**src/rtl/wide_add_if.sv**
```systemverilog
`default_nettype none
// ============================================================================
//  Module      : wide_add_if
//  Description : Bus bundle for the word-serial wide adder. Carries the
//                start handshake, latched operands and the completion
//                result and flags.
//                  master : drives start/a_in/b_in/cin (and abort), observes
//                           busy/done/sum_out/cout/ovf
//                  slave  : the sequencer side
//                Optional abort signal exists only when WIDE_ADD_ABORT_EN
//                is defined.
//  Revision    : 1.0  initial release
// ============================================================================
interface wide_add_if #(
    parameter int WORDS = 4
) ();
    logic                   start;
    logic [32*WORDS-1:0]    a_in;
    logic [32*WORDS-1:0]    b_in;
    logic                   cin;
    logic                   busy;
    logic                   done;
    logic [32*WORDS-1:0]    sum_out;
    logic                   cout;
    logic                   ovf;
`ifdef WIDE_ADD_ABORT_EN
    logic                   abort;
`endif

    modport master (
`ifdef WIDE_ADD_ABORT_EN
        output abort,
`endif
        output start, a_in, b_in, cin,
        input  busy, done, sum_out, cout, ovf
    );

    modport slave (
`ifdef WIDE_ADD_ABORT_EN
        input  abort,
`endif
        input  start, a_in, b_in, cin,
        output busy, done, sum_out, cout, ovf
    );
endinterface
`default_nettype wire

```
**src/rtl/wide_add_sequencer.sv**
```systemverilog
`default_nettype none
// ============================================================================
//  Module      : wide_add_sequencer (plus helper cla_adder)
//  Description : Word-serial 32*WORDS-bit adder. Operands are latched on an
//                accepted start, then one 32-bit slice per cycle is pushed
//                through a single 32-bit carry-lookahead adder with the
//                carry chained through a register. Completion raises a
//                one-cycle done pulse with unsigned carry-out and signed
//                overflow flags.
//  Ports       : clk      rising-edge clock
//                rst      asynchronous active-high reset
//                bus      wide_add_if.slave (start/a_in/b_in/cin in,
//                         busy/done/sum_out/cout/ovf out, abort optional)
//  Parameters  : WORDS    number of 32-bit slices, 2..16
//  Options     : WIDE_ADD_ABORT_EN  adds bus.abort, which returns the
//                sequencer to IDLE and clears all outputs from ADD/DONE
//  Revision    : 1.0  initial release
// ============================================================================

// ----------------------------------------------------------------------------
// cla_adder : 32-bit carry-lookahead adder built from eight 4-bit groups.
// Within a group every carry is a flat sum-of-products of the group carry-in;
// group carry-out uses group generate/propagate terms.
// ----------------------------------------------------------------------------
module cla_adder (
    input  wire logic [31:0] i_a,
    input  wire logic [31:0] i_b,
    input  wire logic        i_cin,
    output logic      [31:0] o_s,
    output logic             o_cout
);
    logic [31:0] w_g;
    logic [31:0] w_p;
    logic [7:0]  w_gg;
    logic [7:0]  w_gp;
    logic [32:0] w_c;

    assign w_g = i_a & i_b;
    assign w_p = i_a ^ i_b;

    generate
        for (genvar k = 0; k < 8; k++) begin : g_group
            assign w_gg[k] = w_g[4*k+3]
                           | (w_p[4*k+3] & w_g[4*k+2])
                           | (w_p[4*k+3] & w_p[4*k+2] & w_g[4*k+1])
                           | (w_p[4*k+3] & w_p[4*k+2] & w_p[4*k+1] & w_g[4*k]);
            assign w_gp[k] = &w_p[4*k+3:4*k];
        end
    endgenerate

    always_comb begin
        w_c    = '0;
        w_c[0] = i_cin;
        for (int k = 0; k < 8; k++) begin
            w_c[4*k+1] = w_g[4*k] | (w_p[4*k] & w_c[4*k]);
            w_c[4*k+2] = w_g[4*k+1] | (w_p[4*k+1] & w_g[4*k])
                       | (w_p[4*k+1] & w_p[4*k] & w_c[4*k]);
            w_c[4*k+3] = w_g[4*k+2] | (w_p[4*k+2] & w_g[4*k+1])
                       | (w_p[4*k+2] & w_p[4*k+1] & w_g[4*k])
                       | (w_p[4*k+2] & w_p[4*k+1] & w_p[4*k] & w_c[4*k]);
            w_c[4*k+4] = w_gg[k] | (w_gp[k] & w_c[4*k]);
        end
    end

    assign o_s    = w_p ^ w_c[31:0];
    assign o_cout = w_c[32];
endmodule

// ----------------------------------------------------------------------------
// wide_add_sequencer
// ----------------------------------------------------------------------------
module wide_add_sequencer #(
    parameter int WORDS = 4
) (
    input  wire logic   clk,
    input  wire logic   rst,
    wide_add_if.slave   bus
);
    localparam int W     = 32 * WORDS;
    localparam int MSB   = W - 1;
    localparam int IDX_W = $clog2(WORDS);

    typedef enum logic [1:0] {
        S_IDLE = 2'd0,
        S_ADD  = 2'd1,
        S_DONE = 2'd2
    } state_t;

    state_t             r_state;
    state_t             w_next;

    logic [W-1:0]       r_a;
    logic [W-1:0]       r_b;
    logic [W-1:0]       r_sum;
    logic [IDX_W-1:0]   r_idx;
    logic               r_carry;
    logic               r_cout;
    logic               r_ovf;

    logic [31:0]        w_sa;
    logic [31:0]        w_sb;
    logic [31:0]        w_s;
    logic               w_co;
    logic               w_last;
    logic               w_abort;
    logic               w_accept;

`ifdef WIDE_ADD_ABORT_EN
    // Abort only matters once an operation is underway.
    assign w_abort = bus.abort && (r_state != S_IDLE);
`else
    assign w_abort = 1'b0;
`endif

    assign w_last   = (r_idx == IDX_W'(WORDS - 1));
    assign w_accept = bus.start && !w_abort &&
                      ((r_state == S_IDLE) || (r_state == S_DONE));

    // Slice currently being added; operands come from the latched copies so
    // a_in/b_in may change freely mid-operation.
    assign w_sa = r_a[r_idx*32 +: 32];
    assign w_sb = r_b[r_idx*32 +: 32];

    cla_adder u_cla (
        .i_a    (w_sa),
        .i_b    (w_sb),
        .i_cin  (r_carry),
        .o_s    (w_s),
        .o_cout (w_co)
    );

    // ---------------- state register ----------------
    always_ff @(posedge clk or posedge rst) begin
        if (rst) begin
            r_state <= S_IDLE;
        end else begin
            r_state <= w_next;
        end
    end

    // ---------------- next-state logic ----------------
    always_comb begin
        w_next = r_state;
        case (r_state)
            S_IDLE:  if (bus.start) w_next = S_ADD;
            S_ADD:   if (w_last)    w_next = S_DONE;
            S_DONE:  w_next = bus.start ? S_ADD : S_IDLE;
            default: w_next = S_IDLE;
        endcase
        if (w_abort) begin
            w_next = S_IDLE;
        end
    end

    // ---------------- datapath ----------------
    always_ff @(posedge clk or posedge rst) begin
        if (rst) begin
            r_a     <= '0;
            r_b     <= '0;
            r_sum   <= '0;
            r_idx   <= '0;
            r_carry <= 1'b0;
            r_cout  <= 1'b0;
            r_ovf   <= 1'b0;
        end else if (w_abort) begin
            r_sum   <= '0;
            r_idx   <= '0;
            r_carry <= 1'b0;
            r_cout  <= 1'b0;
            r_ovf   <= 1'b0;
        end else if (w_accept) begin
            // sum_out is left alone; its slices get overwritten in order.
            r_a     <= bus.a_in;
            r_b     <= bus.b_in;
            r_idx   <= '0;
            r_carry <= bus.cin;
            r_cout  <= 1'b0;
            r_ovf   <= 1'b0;
        end else if (r_state == S_ADD) begin
            r_sum[r_idx*32 +: 32] <= w_s;
            r_carry               <= w_co;
            r_idx                 <= r_idx + 1'b1;
            if (w_last) begin
                r_cout <= w_co;
                // Signed overflow: like-signed operands, result sign differs.
                r_ovf  <= (r_a[MSB] == r_b[MSB]) && (w_s[31] != r_a[MSB]);
            end
        end
    end

    assign bus.busy    = (r_state == S_ADD);
    assign bus.done    = (r_state == S_DONE);
    assign bus.sum_out = r_sum;
    assign bus.cout    = r_cout;
    assign bus.ovf     = r_ovf;
endmodule
`default_nettype wire

```
**src/flat_wrapper.sv**
```systemverilog
// flat-port wrapper written by rule: the top's interface ports become plain ports
module wide_add_sequencer_flat 
#(
    parameter int WORDS = 4
)
  (clk, rst, bus_start, bus_a_in, bus_b_in, bus_cin, bus_busy, bus_done, bus_sum_out, bus_cout, bus_ovf);
  wide_add_if #(.WORDS(WORDS)) bus_i ();
  input  wire logic clk;
  input  wire logic rst;
  input wire logic [$bits(bus_i.start)-1:0] bus_start;
  input wire logic [$bits(bus_i.a_in)-1:0] bus_a_in;
  input wire logic [$bits(bus_i.b_in)-1:0] bus_b_in;
  input wire logic [$bits(bus_i.cin)-1:0] bus_cin;
  output wire logic [$bits(bus_i.busy)-1:0] bus_busy;
  output wire logic [$bits(bus_i.done)-1:0] bus_done;
  output wire logic [$bits(bus_i.sum_out)-1:0] bus_sum_out;
  output wire logic [$bits(bus_i.cout)-1:0] bus_cout;
  output wire logic [$bits(bus_i.ovf)-1:0] bus_ovf;
  assign bus_i.start = bus_start;
  assign bus_i.a_in = bus_a_in;
  assign bus_i.b_in = bus_b_in;
  assign bus_i.cin = bus_cin;
  assign bus_busy = bus_i.busy;
  assign bus_done = bus_i.done;
  assign bus_sum_out = bus_i.sum_out;
  assign bus_cout = bus_i.cout;
  assign bus_ovf = bus_i.ovf;
  wide_add_sequencer #(.WORDS(WORDS)) u_core (.clk(clk), .rst(rst), .bus(bus_i));
endmodule
```
**config.mk**
```make
export PLATFORM = sky130hd
export DESIGN_NAME = wide_add_sequencer_flat
export DESIGN_NICKNAME = d
export VERILOG_FILES = /design/src/rtl/wide_add_if.sv /design/src/rtl/wide_add_sequencer.sv /design/src/flat_wrapper.sv
export SDC_FILE = /design/constraint.sdc
export NUM_CORES = 1
export LEC_CHECK = 0
export ABC_AREA = 1
export CORE_MARGIN = 10
export CORE_UTILIZATION = 30
export CTS_CLUSTER_DIAMETER = 150
export CTS_CLUSTER_SIZE = 28
export DETAILED_ROUTE_END_ITERATION = 10
export GPL_TIMING_DRIVEN = 1
export SLEW_MARGIN = 20
export SYNTH_ARGS = -nofsm -noshare
export SYNTH_HDL_FRONTEND = slang
export SYNTH_SLANG_ARGS = --single-unit
export TNS_END_PERCENT = 10
```
**constraint.sdc**
```tcl
create_clock -name clk -period 26.4 [get_ports clk]
set_clock_uncertainty 0.2 [all_clocks]
set_input_delay 3.96 -clock clk [delete_from_list [all_inputs] [get_ports clk]]
set_output_delay 3.96 -clock clk [all_outputs]
set_load 0.005 [all_outputs]
```
# ---- Yosys cells after proc, flatten, opt, wreduce, memory -nomap -nowiden
# Cells that the tools add are included.
dict set report totals {
  regBits 391
}
dict set report classes {
  mux 15
  n_reduce_logical 17
  n_bitwise 204
  n_addsub 2
  eq_ne 7
  n_shift 4
}
# op n
set op_table {}
lappend op_table {{$shiftx 128x8->32} 2}
lappend op_table {{$bwmux 128} 1}
lappend op_table {{$shift 32x34->128 const A} 1}
lappend op_table {{$shiftx 32x34->128} 1}
lappend op_table {{$and 1x1->1} 120}
lappend op_table {{$or 1x1->1} 80}
lappend op_table {{$xor 32x32->32} 2}
lappend op_table {{$neg 7->34} 1}
lappend op_table {{$and 32x32->32} 1}
lappend op_table {{$reduce_and 4->1} 8}
lappend op_table {{$mux 1} 9}
lappend op_table {{$mux 2} 4}
lappend op_table {{$pmux 2 s3} 1}
lappend op_table {{$reduce_and 2->1} 3}
lappend op_table {{$eq 2x2->1 const B} 2}
lappend op_table {{$reduce_bool 2->1} 2}
lappend op_table {{$add 2x1->2 const B} 1}
lappend op_table {{$eq 2x1->1 const B} 1}
lappend op_table {{$logic_and 1x1->1} 2}
lappend op_table {{$logic_not 2->1} 1}
lappend op_table {{$ne 2x1->1 const B} 1}
lappend op_table {{$ne 2x2->1 const B} 1}
lappend op_table {{$eq 1x1->1} 1}
lappend op_table {{$logic_or 1x1->1} 1}
lappend op_table {{other kinds (2)} 2}

# ---- Depth between registers and ports, before layout
# Gate-level depths: netlist of the first run.
dict set report logic_depth {
  word_depth 27
  ltp_mapped 30
}

# ---- Modules after synthesis
# Synthesis of the first run repeated with hierarchy kept, for this count alone.
dict set report unflattened {
  cells_unflattened 2261
  area_unflattened_um2 18126.1
}
# module n_inst area_each_um2 cells_each
set by_module_without_submodules {}
lappend by_module_without_submodules {wide_add_sequencer 1 16772.3 2081}
lappend by_module_without_submodules {cla_adder 1 1353.8 180}

# ---- Least setup slack after synthesis of the first run
# Ideal clock, no wire load.
dict set report synth_path {
  path_type {input to register}
  from {input bus_start}
  to {register u_core.r_a[100]}
  arrival_time_ps 4822
  stages 6
  setup_time_ps 66
  slack_ps 21313
  required_time_ps 26134
  path_cell_list {nand2_1 > inv_2 > clkbuf_1 > clkbuf_1 > nand2_1 > nand2_1}
}
dict set report synth_via {
  elab_chain_len 1
}
# item line_no
set synth_lines {}
lappend synth_lines {{start: declaration} flat_wrapper.sv:10} ;# input wire logic [$bits(bus_i.start)-1:0] bus_start;
lappend synth_lines {{$logic_and 1x1->1} wide_add_sequencer.sv:116} ;# assign w_accept = bus.start && !w_abort &&
lappend synth_lines {{end signal: assignment} wide_add_sequencer.sv:173} ;# r_a <= bus.a_in;
lappend synth_lines {{end: declaration} wide_add_sequencer.sv:92} ;# logic [W-1:0] r_a;
# Every way passes these cells.
# A chain may end at the register's enable or synchronous reset.

# ---- Worst setup path in the final report of the first run
dict set report layout_path {
  from {input bus_start}
  to {register u_core.r_a[0]}
}
# Same word-level chain as after synthesis.

==> results of run 1 <==
[cells in the mapped netlist (2+ instances only)]
cell	instances	area share (%)
a21oi_1	15	0.42
a21oi_2	3	0.15
a22o_1	23	1.1
a32o_1	7	0.39
a32oi_1	2	0.098
buf_1	16	0.34
clkbuf_1	111	2.3
dfrtp_1	391	55
fa_1	8	0.90
ha_1	38	2.7
inv_1	42	0.88
inv_2	3	0.063
nand2_1	974	21
nand2_2	15	0.53
nand2_4	9	0.57
nand3_1	26	0.73
nand3_2	2	0.11
nand4_1	4	0.14
nor2_1	169	3.6
nor2_2	4	0.14
nor3_1	4	0.11
o21ai_0	207	5.8
o21ai_1	2	0.056
o21ai_2	3	0.15
o22ai_1	62	2.2
xnor2_1	9	0.44
xor2_1	4	0.20
xor2_2	2	0.18
[per-layer routing]
layer / vias up / global-route usage [%] / routed length (um)
met3: 57 / 3.279 / 3609
met4: 0 / 3.676 / 1298
met2: 434 / 26.88 / 27840
met1: 7609 / 22.63 / 27660
li1: 7470 / - / -
met5: - / 0 / 0
[path summary, 6_finish.rpt]
kind,start,end,slack (ns),cells after the start
max in group asynchronous,rst,u_core.r_b[12],20.74,3
worst min-delay path,u_core.r_a[56],u_core.r_a[56],0.28,2
min in group asynchronous,rst,u_core.r_b[62],3.79,2
worst min register to register,u_core.r_a[56],u_core.r_a[56],0.28,2
worst max register to register,u_core.r_idx[0],u_core.bus.sum_out[121],21.12,24
worst max-delay path,bus_start,u_core.r_a[0],19.83,6
[report_power, final]
group / switching [uW] / internal (uW)
clock network: 192 / 119
registers: 153 / 851
logic: 1270 / 668
[flip-flops by register name, summed over array words and instances (netlist names)]
register,cells
u_core.r_a,128
u_core.r_state,2
u_core.bus.ovf,1
u_core.r_b,128
u_core.bus.cout,1
u_core.r_carry,1
u_core.r_idx,2
u_core.bus.sum_out,128
[per-stage QoR]
step	instance area [um^2]	total power, uW	util [%]
finish	22900	3254	38.87
global route	22900	3554	38.87
CTS	22860	3295	38.81
detailed placement	22430	2976	38.07
global placement	22430	2931	38.07
floorplan	17830	2151	-
[critical path, cell delays in order]
cell             delay, ns
clkdlybuf4s50_1       0.51
nand2_4               0.35
inv_8                 0.78
buf_4                 0.84
nand2_1               0.14
o21ai_0               0.13
[cell families (layout without fill, tap and decap cells)]
logic type | count (synthesis) | in the layout
flip-flops | 391 | 391
AND/OR/NAND/NOR | 1211 | 1211
adder cells (fa/ha/maj) | 46 | 46
AO/OA/AOI/OAI | 326 | 326
buffers and inverters | 174 | 475
XOR/XNOR | 15 | 15
other | 0 | 1
[area by class of cell]
cell class                 count  area share (%)
inverter                      46          0.8306
timing repair buffer         409           17.90
multi-input combinational   1598           32.38
tap                          773           4.224
antenna                        1         0.01093
sequential                   391           42.75
clock buffer                  20           1.907
==> flow_metrics.env, run 1 <==
export IMPL_outcome="finished, final reports clean"
export IMPL_dr_pass1_iters=5
export IMPL_grt_start_max_net_pins=170
export IMPL_hp_class="flip-flop to flip-flop"
export IMPL_p_per_area_nw_per_um2=142.1
export IMPL_maxCapViolCount=0
export IMPL_synth_simple_gate_area_share_pct=26.62
export IMPL_num_nets_final=2769
export IMPL_fp_dieH_um=263.8
export IMPL_crit_required_ns=26.65
export IMPL_ys_warn_count=0
export IMPL_start_util_pct=30.27
export IMPL_final_fill_count=5984
export IMPL_layout_min_cycle_time_ns=6.573
export IMPL_fmax_ghz=0.1521
export IMPL_dp_hpwl_um=43780
export IMPL_drive_gt1_share_pct=3.571
export IMPL_synth_sequential_area_ratio_pct=54.87
export IMPL_period_share_pct=24.90
export IMPL_synth_edf_count=0
export IMPL_area_growth_syn_to_layout_pct=28.39
export IMPL_path_class="primary input to flip-flop"
export IMPL_synthMuxAreaShare_pct=0
export IMPL_io_buffers=391
export IMPL_die_area_um2=69600
export IMPL_area_sequential_um2=9789
export IMPL_drc=0
export IMPL_overflow=0
export IMPL_final_cells=3238
export IMPL_post_cts_setup_buffers=0
export IMPL_synth_compound_area_share_pct=10.46
export IMPL_final_common_cell="nand2_1"
export IMPL_cts_hold_buffers_added=0
export IMPL_clk_latency_ns=0.55
export IMPL_clockBufferDepth=3
export IMPL_rsz0062_at_grt="no"
export IMPL_slew_violations=0
export IMPL_place_gp_congestion=0.7802
export IMPL_async_reset_ff_share_pct=100.0
export IMPL_synth_distinct_cells=36
export IMPL_drtIter0Drc=1209
export IMPL_start_kind="primary input"
export IMPL_wl_um=60410
export IMPL_grtUsageTotal_pct=16.62
export IMPL_cts_buffers=17
export IMPL_synth_top_family_by_area="simple AND/OR/NAND/NOR gates"
export IMPL_leakagePower_uw=0.01099
export IMPL_root_buffer="clkbuf_16"
export IMPL_rows=89
export IMPL_setup_viol=0
export IMPL_ctsResizeCount=0
export IMPL_die_w_um=263.8
export IMPL_cts_htree_levels=1
export IMPL_avgSynthCellArea_um2=8.245
export IMPL_layout_common_cells="nand2_1 (973), clkdlybuf4s50_1 (391), dfrtp_1 (389), o21ai_0 (207), nor2_1 (169)"
export IMPL_ys_dominant_reg_cell="dfrtp_1"
export IMPL_setup_ws_ns=19.83
export IMPL_max_slew_margin_pct=27.54
export IMPL_worstPathMaxFanout=168
export IMPL_syn_area_um2=17830
export IMPL_placed_cells=3216
export IMPL_hold_ws_ns=0.2845
export IMPL_place_ws_ns=19.22
export IMPL_synth_seq_cells=391
export IMPL_vdd_drop_max_v=0.00007136
export IMPL_timing_setup_tns_ns=0
export IMPL_multiInputGateArea_um2=7413
export IMPL_clock_sinks=391
export IMPL_cp_end_kind="flip-flop"
export IMPL_grt_pass1_wl_um=92960
export IMPL_synthCells=2163
export IMPL_viasPerCell=4.809
export IMPL_postSynthNetCount=2469
export IMPL_synth_fa_ha_area_share_pct=3.564
export IMPL_antenna_left=0
export IMPL_num_vias=15570
export IMPL_pin_count=392
export IMPL_synthXorXnorAreaFrac_pct=0.8209
export IMPL_core_area_um2=58910
export IMPL_grt_pass1_vias=15691
export IMPL_hold_violations=0
export IMPL_wl_per_cell_um=18.66
export IMPL_cts_tree="yes"
export IMPL_antenna_found_initial=1
export IMPL_clkSlewWorstSetupHoldPaths_ns=0.11
export IMPL_tightest_slew_ns=1.087
export IMPL_worstPathArrival_ns=6.82
No activity file was read; power rests on OpenSTA's default activity.
==> inputs of run 2 (changes only) <==
Clock period 26.4 ns to 5.45 ns, I/O delays scaled along.
==> run 2 against run 1 <==
  * Sequential share of layout area down 0.15 points
  * Combinational power grew to 4.8 times the previous value
  * Global-route usage grew 0.36 points
  * Highest routed layer is now met5
==> flow_metrics.env, run 2 (synthesis gave the netlist of run 1 again) <==
export IMPL_post_cts_setup_buffers=0
export IMPL_hold_ws_ns=0.2847
export IMPL_overflow=0
export IMPL_final_fill_count=5839
export IMPL_final_common_cell="nand2_1"
export IMPL_slowest_stage="inv_2"
export IMPL_placed_cells=3222
export IMPL_clk_latency_ns=0.54
export IMPL_grt_pass1_vias=16107
export IMPL_hold_violations=0
export IMPL_die_w_um=263.8
export IMPL_grt_pass1_wl_um=94770
export IMPL_place_gp_congestion=0.8188
export IMPL_num_nets_final=2774
export IMPL_period_share_pct=78.51
export IMPL_seqPwrFrac_pct=31.1
export IMPL_core_area_um2=58910
export IMPL_dp_hpwl_um=45610
export IMPL_path_cells="inv_2 > o21ai_0 > o22ai_1 > ha_1 > nand2_1 > nor2_1 > a21oi_2 > nand2_4 > nand2_4 > nand2_4 > nand2_4 > nand2_4 > nand2_2 > nand2_4 > nand2_2 > nand2_4 > nand2_2 > nand2_4 > fa_1 > xnor2_1 > nor2_1 > nand2_1 > o21ai_0"
export IMPL_cp_end_kind="flip-flop"
export IMPL_leakagePower_uw=0.01102
export IMPL_grtUsageTotal_pct=16.98
export IMPL_root_buffer="clkbuf_16"
export IMPL_clockBufferDepth=3
export IMPL_multiInputGateArea_um2=7413
export IMPL_maxCapViolCount=0
export IMPL_slowest_delay_ns=0.66
export IMPL_antenna_found_initial=5
export IMPL_clock_sinks=391
export IMPL_tightest_slew_ns=1.081
export IMPL_setup_viol=0
export IMPL_finalPower_uw=15650
export IMPL_hp_class="flip-flop to flip-flop"
export IMPL_worstPathMaxFanout=46
export IMPL_worstPathArrival_ns=4.52
export IMPL_p_sw_share_pct=49.28
export IMPL_path_class="flip-flop to flip-flop"
export IMPL_cts_htree_levels=1
export IMPL_ctsResizeCount=0
export IMPL_io_buffers=391
export IMPL_layout_min_cycle_time_ns=4.279
export IMPL_p_sw_uw=7710
export IMPL_cts_tree="yes"
export IMPL_antenna_left=0
export IMPL_cts_hold_buffers_added=0
export IMPL_vdd_drop_max_v=0.0003824
export IMPL_wl_per_cell_um=18.90
export IMPL_slew_violations=0
export IMPL_grt_start_max_net_pins=149
export IMPL_crit_top_cell="nand2_4"
export IMPL_dpl_cell_area_um2=22530
export IMPL_num_vias=15684
export IMPL_drive_gt1_share_pct=3.768
export IMPL_drc=0
export IMPL_cts_buffers=17
export IMPL_clkSlewWorstSetupHoldPaths_ns=0.11
export IMPL_dr_pass1_iters=6
export IMPL_area_sequential_um2=9789
export IMPL_die_area_um2=69600
export IMPL_final_area_um2=22980
export IMPL_layout_common_cells="nand2_1 (973), clkdlybuf4s50_1 (391), dfrtp_1 (389), o21ai_0 (207), nor2_1 (169)"
export IMPL_combPwrFrac_pct=59.5
export IMPL_start_util_pct=30.27
export IMPL_crit_required_ns=5.70
export IMPL_p_per_area_nw_per_um2=680.9
export IMPL_viasPerCell=4.830
export IMPL_clkPwrFrac_pct=9.4
export IMPL_max_slew_margin_pct=27.91
export IMPL_start_kind="flip-flop"
export IMPL_area_growth_syn_to_layout_pct=28.85
export IMPL_final_cells=3247
export IMPL_fp_dieH_um=263.8
export IMPL_pin_count=392
export IMPL_timing_setup_tns_ns=0
export IMPL_rows=89
export IMPL_fmax_ghz=0.2337
export IMPL_outcome="finished, final reports clean"
export IMPL_rsz0062_at_grt="no"
export IMPL_wl_um=61370
export IMPL_drtIter0Drc=1175
export IMPL_p_int_uw=7935
## run 2: layout make-up
type	instances	area share, %
tap	773	4.209
clock buffer	19	1.884
timing repair buffer	414	18.16
inverter	46	0.8113
sequential	391	42.60
multi-input combinational	1598	32.26
antenna	6	0.06534
## run 2: metal layers
metal | up-vias | routed length, um | GRT usage, %
met5 | - | 9 | 0
met3 | 63 | 3691 | 3.252
met4 | 2 | 1441 | 4.772
met1 | 7632 | 28060 | 23.16
li1 | 7501 | - | -
met2 | 486 | 28170 | 27.04
## run 2: stage by stage
step	setup WS, ns	util (%)
floorplan	-0.8274	-
global placement	1.192	38.25
detailed placement	1.169	38.25
CTS	1.112	38.98
global route	0.8094	38.99
finish	1.171	39.01
## run 2: power by group through the flow
stage / registers (uW) / logic, uW / clock network (uW)
2_1_floorplan: 4710 / 5710 / 0
3_3_place_gp: 4880 / 9230 / 0
3_5_place_dp: 4900 / 9380 / 0
4_1_cts: 4850 / 9410 / 1550
5_1_grt: 5000 / 10400 / 1640
6_report: 4870 / 9300 / 1470
## run 2: critical path: cells and delay by family, from the launching register on
kind                       cells  cell delay [ns]
AOI/OAI and AO/OA              4             0.81
xor gates and xnor gates       1             0.15
adders and majority gates      2             0.69
buffers and inverters          1             0.66
DFF                            1             0.42
and+or+nand+nor               15             1.23
## run 2: final timing paths
path                       cells past startpoint                      end       startpoint  slack, ns
setup / recovery                              23   u_core.bus.sum_out[61]  u_core.r_idx[1]       1.17
hold / removal                                 2           u_core.r_b[35]   u_core.r_b[35]       0.28
setup reg to reg                              23   u_core.bus.sum_out[61]  u_core.r_idx[1]       1.17
hold reg to reg                                2           u_core.r_b[35]   u_core.r_b[35]       0.28
max in group asynchronous                      4           u_core.r_b[42]              rst       3.12
min in group asynchronous                      2  u_core.bus.sum_out[120]              rst       0.42
==> inputs of run 3 (changes only) <==
Clock period 5.45 ns to 3.9 ns, I/O delays scaled along.
==> run 3 against run 2 <==
  * Setup slack got worse by 1.1 ns
  * Sequential power is 43% higher
  * Via count rose by 1.2%
  * Highest routed layer unchanged
  * Critical endpoint unchanged
  * Critical path depth increased by 1
  * Non-clock buffer count up 56
==> flow_metrics.env, run 3 (synthesis gave the netlist of run 1 again) <==
export IMPL_setup_viol=0
export IMPL_cp_end_kind="flip-flop"
export IMPL_start_kind="flip-flop"
export IMPL_drive_gt1_share_pct=7.208
export IMPL_grt_start_max_net_pins=138
export IMPL_crit_top_cell="nand2_4"
export IMPL_vdd_drop_max_v=0.0005799
export IMPL_core_area_um2=58910
export IMPL_area_sequential_um2=9789
export IMPL_rsz0062_at_grt="yes"
export IMPL_worstPathMaxFanout=7
export IMPL_final_fill_count=5863
export IMPL_hold_ws_ns=0.2865
export IMPL_viasPerCell=4.809
export IMPL_hold_depth=2
export IMPL_io_buffers=391
export IMPL_final_common_cell="nand2_1"
export IMPL_place_gp_congestion=0.8360
export IMPL_rrSetupSlack_ns=0.05
export IMPL_clkSlewWorstSetupHoldPaths_ns=0.11
export IMPL_met1_length_um=28560
export IMPL_cts_tree="yes"
export IMPL_slowest_stage="dfrtp_4"
export IMPL_fmax_ghz=0.2595
export IMPL_start_util_pct=30.27
export IMPL_wl_met3_um=3726
export IMPL_worstReg2RegStart="u_core.r_idx[0]"
export IMPL_crit_start="u_core.r_idx[0]"
export IMPL_leakagePower_uw=0.01146
export IMPL_wl_per_cell_um=19.39
export IMPL_grt_pass1_vias=16402
export IMPL_slew_violations=0
export IMPL_clockBufferDepth=3
export IMPL_p_per_area_nw_per_um2=1001
export IMPL_timing_rr_end="u_core.bus.sum_out[61]"
export IMPL_path_cells="buf_6 > clkbuf_16 > nor2_1 > o22ai_1 > ha_1 > nand3_1 > nand2_1 > a21oi_2 > nand2_4 > nand2_4 > nand2_4 > nand2_4 > nand2_4 > nand2_4 > nand2_4 > nand2_4 > nand2_4 > nand2_4 > nand2_4 > fa_2 > xnor2_2 > nor2_2 > nand2_1 > o21ai_1"
export IMPL_overflow=0
export IMPL_wl_met2_um=30380
export IMPL_antenna_left=0
export IMPL_root_buffer="clkbuf_16"
export IMPL_drc=0
export IMPL_maxCapViolCount=0
export IMPL_num_nets_final=2830
export IMPL_layout_common_cells="nand2_1 (970), clkdlybuf4s50_1 (391), dfrtp_1 (389), o21ai_0 (190), nor2_1 (160)"
export IMPL_clock_sinks=391
export IMPL_max_slew_margin_pct=30.96
export IMPL_finalPower_uw=23820
export IMPL_num_vias=15880
export IMPL_final_area_um2=23790
export IMPL_hold_violations=0
export IMPL_dpl_cell_area_um2=22840
export IMPL_dp_hpwl_um=48230
export IMPL_die_w_um=263.8
export IMPL_worstPathArrival_ns=4.11
export IMPL_ff2ff_path_depth=24
export IMPL_top_layer_used="met5"
export IMPL_dr_pass1_iters=5
export IMPL_wl_um=64020
export IMPL_tightest_slew_ns=1.029
export IMPL_cts_buffers=17
export IMPL_endpoint="u_core.bus.sum_out[61]"
export IMPL_clk_latency_ns=0.54
export IMPL_path_class="flip-flop to flip-flop"
export IMPL_hp_class="flip-flop to flip-flop"
export IMPL_antenna_found_initial=7
export IMPL_multiInputGateArea_um2=7599
export IMPL_drtIter0Drc=1275
export IMPL_fp_dieH_um=263.8
export IMPL_slowest_delay_ns=0.59
export IMPL_grtUsageTotal_pct=17.24
export IMPL_cts_htree_levels=1
export IMPL_layout_min_cycle_time_ns=3.854
export IMPL_outcome="finished, final reports clean"
export IMPL_die_area_um2=69600
export IMPL_grt_pass1_wl_um=95900
export IMPL_period_share_pct=98.81
export IMPL_rows=89
export IMPL_pin_count=392
export IMPL_crit_required_ns=4.16
export IMPL_area_growth_syn_to_layout_pct=33.41
-- run 3: where the power goes --
part / total [uW] / leakage [uW] / switching (uW) / internal, uW
combinational: 14800 / 0.00624 / 9090 / 5730
clock: 2060 / 0.000213 / 1260 / 805
sequential: 6940 / 0.00501 / 1170 / 5770
total: 23800 / 0.0115 / 11500 / 12300
-- run 3: layout make-up --
class                      instances  share of cell area (%)
sequential                       391                   41.15
multi-input combinational       1598                   31.94
timing repair buffer             470                   20.14
tap                              773                   4.065
clock buffer                      20                   1.835
inverter                          46                  0.8362
antenna                            4                 0.04207
-- run 3: worst min-delay path by stage --
stage                endpoint            from
2_1_floorplan  u_core.r_a[65]  u_core.r_a[65]
3_3_place_gp   u_core.r_b[94]  u_core.r_b[94]
3_5_place_dp   u_core.r_b[68]  u_core.r_b[68]
4_1_cts        u_core.r_a[46]  u_core.r_a[46]
5_1_grt        u_core.r_a[46]  u_core.r_a[46]
6_report       u_core.r_a[54]  u_core.r_a[54]
-- run 3: repair_timing --
action,in CTS,in global routing
pin swaps,0,28
buffers inserted,0,19
hold buffers,0,0
setup endpoints to repair,9,18
resized for setup,5,65
gates cloned,0,6
-- run 3: critical path: cells and delay by family (launching register included) --
family          cells  cell delay, ns
simple gates       16            1.33
compound gates      3            0.43
fa+ha+maj           2            0.74
flops               1            0.59
buf+inv             2            0.33
xor+xnor            1            0.16
-- run 3: metal layers --
metal,vias to the layer above,global-route usage (%)
li1,7608,-
met1,7726,22.59
met2,468,28.65
met3,72,3.650
met4,6,4.077
met5,-,0
-- run 3: per-stage QoR --
step                worst slack, ns  instances  setup TNS [ns]  utilization (%)
floorplan                    -2.145       2163         -838.73                -
global placement            0.03994       3253               0            38.77
global route                -0.1045       3301         -0.8975            40.38
detailed placement         -0.05521       3253         -0.1664            38.77
CTS                       -0.002822       3273       -0.004867            39.55
finish                      0.04626       3302               0            40.39
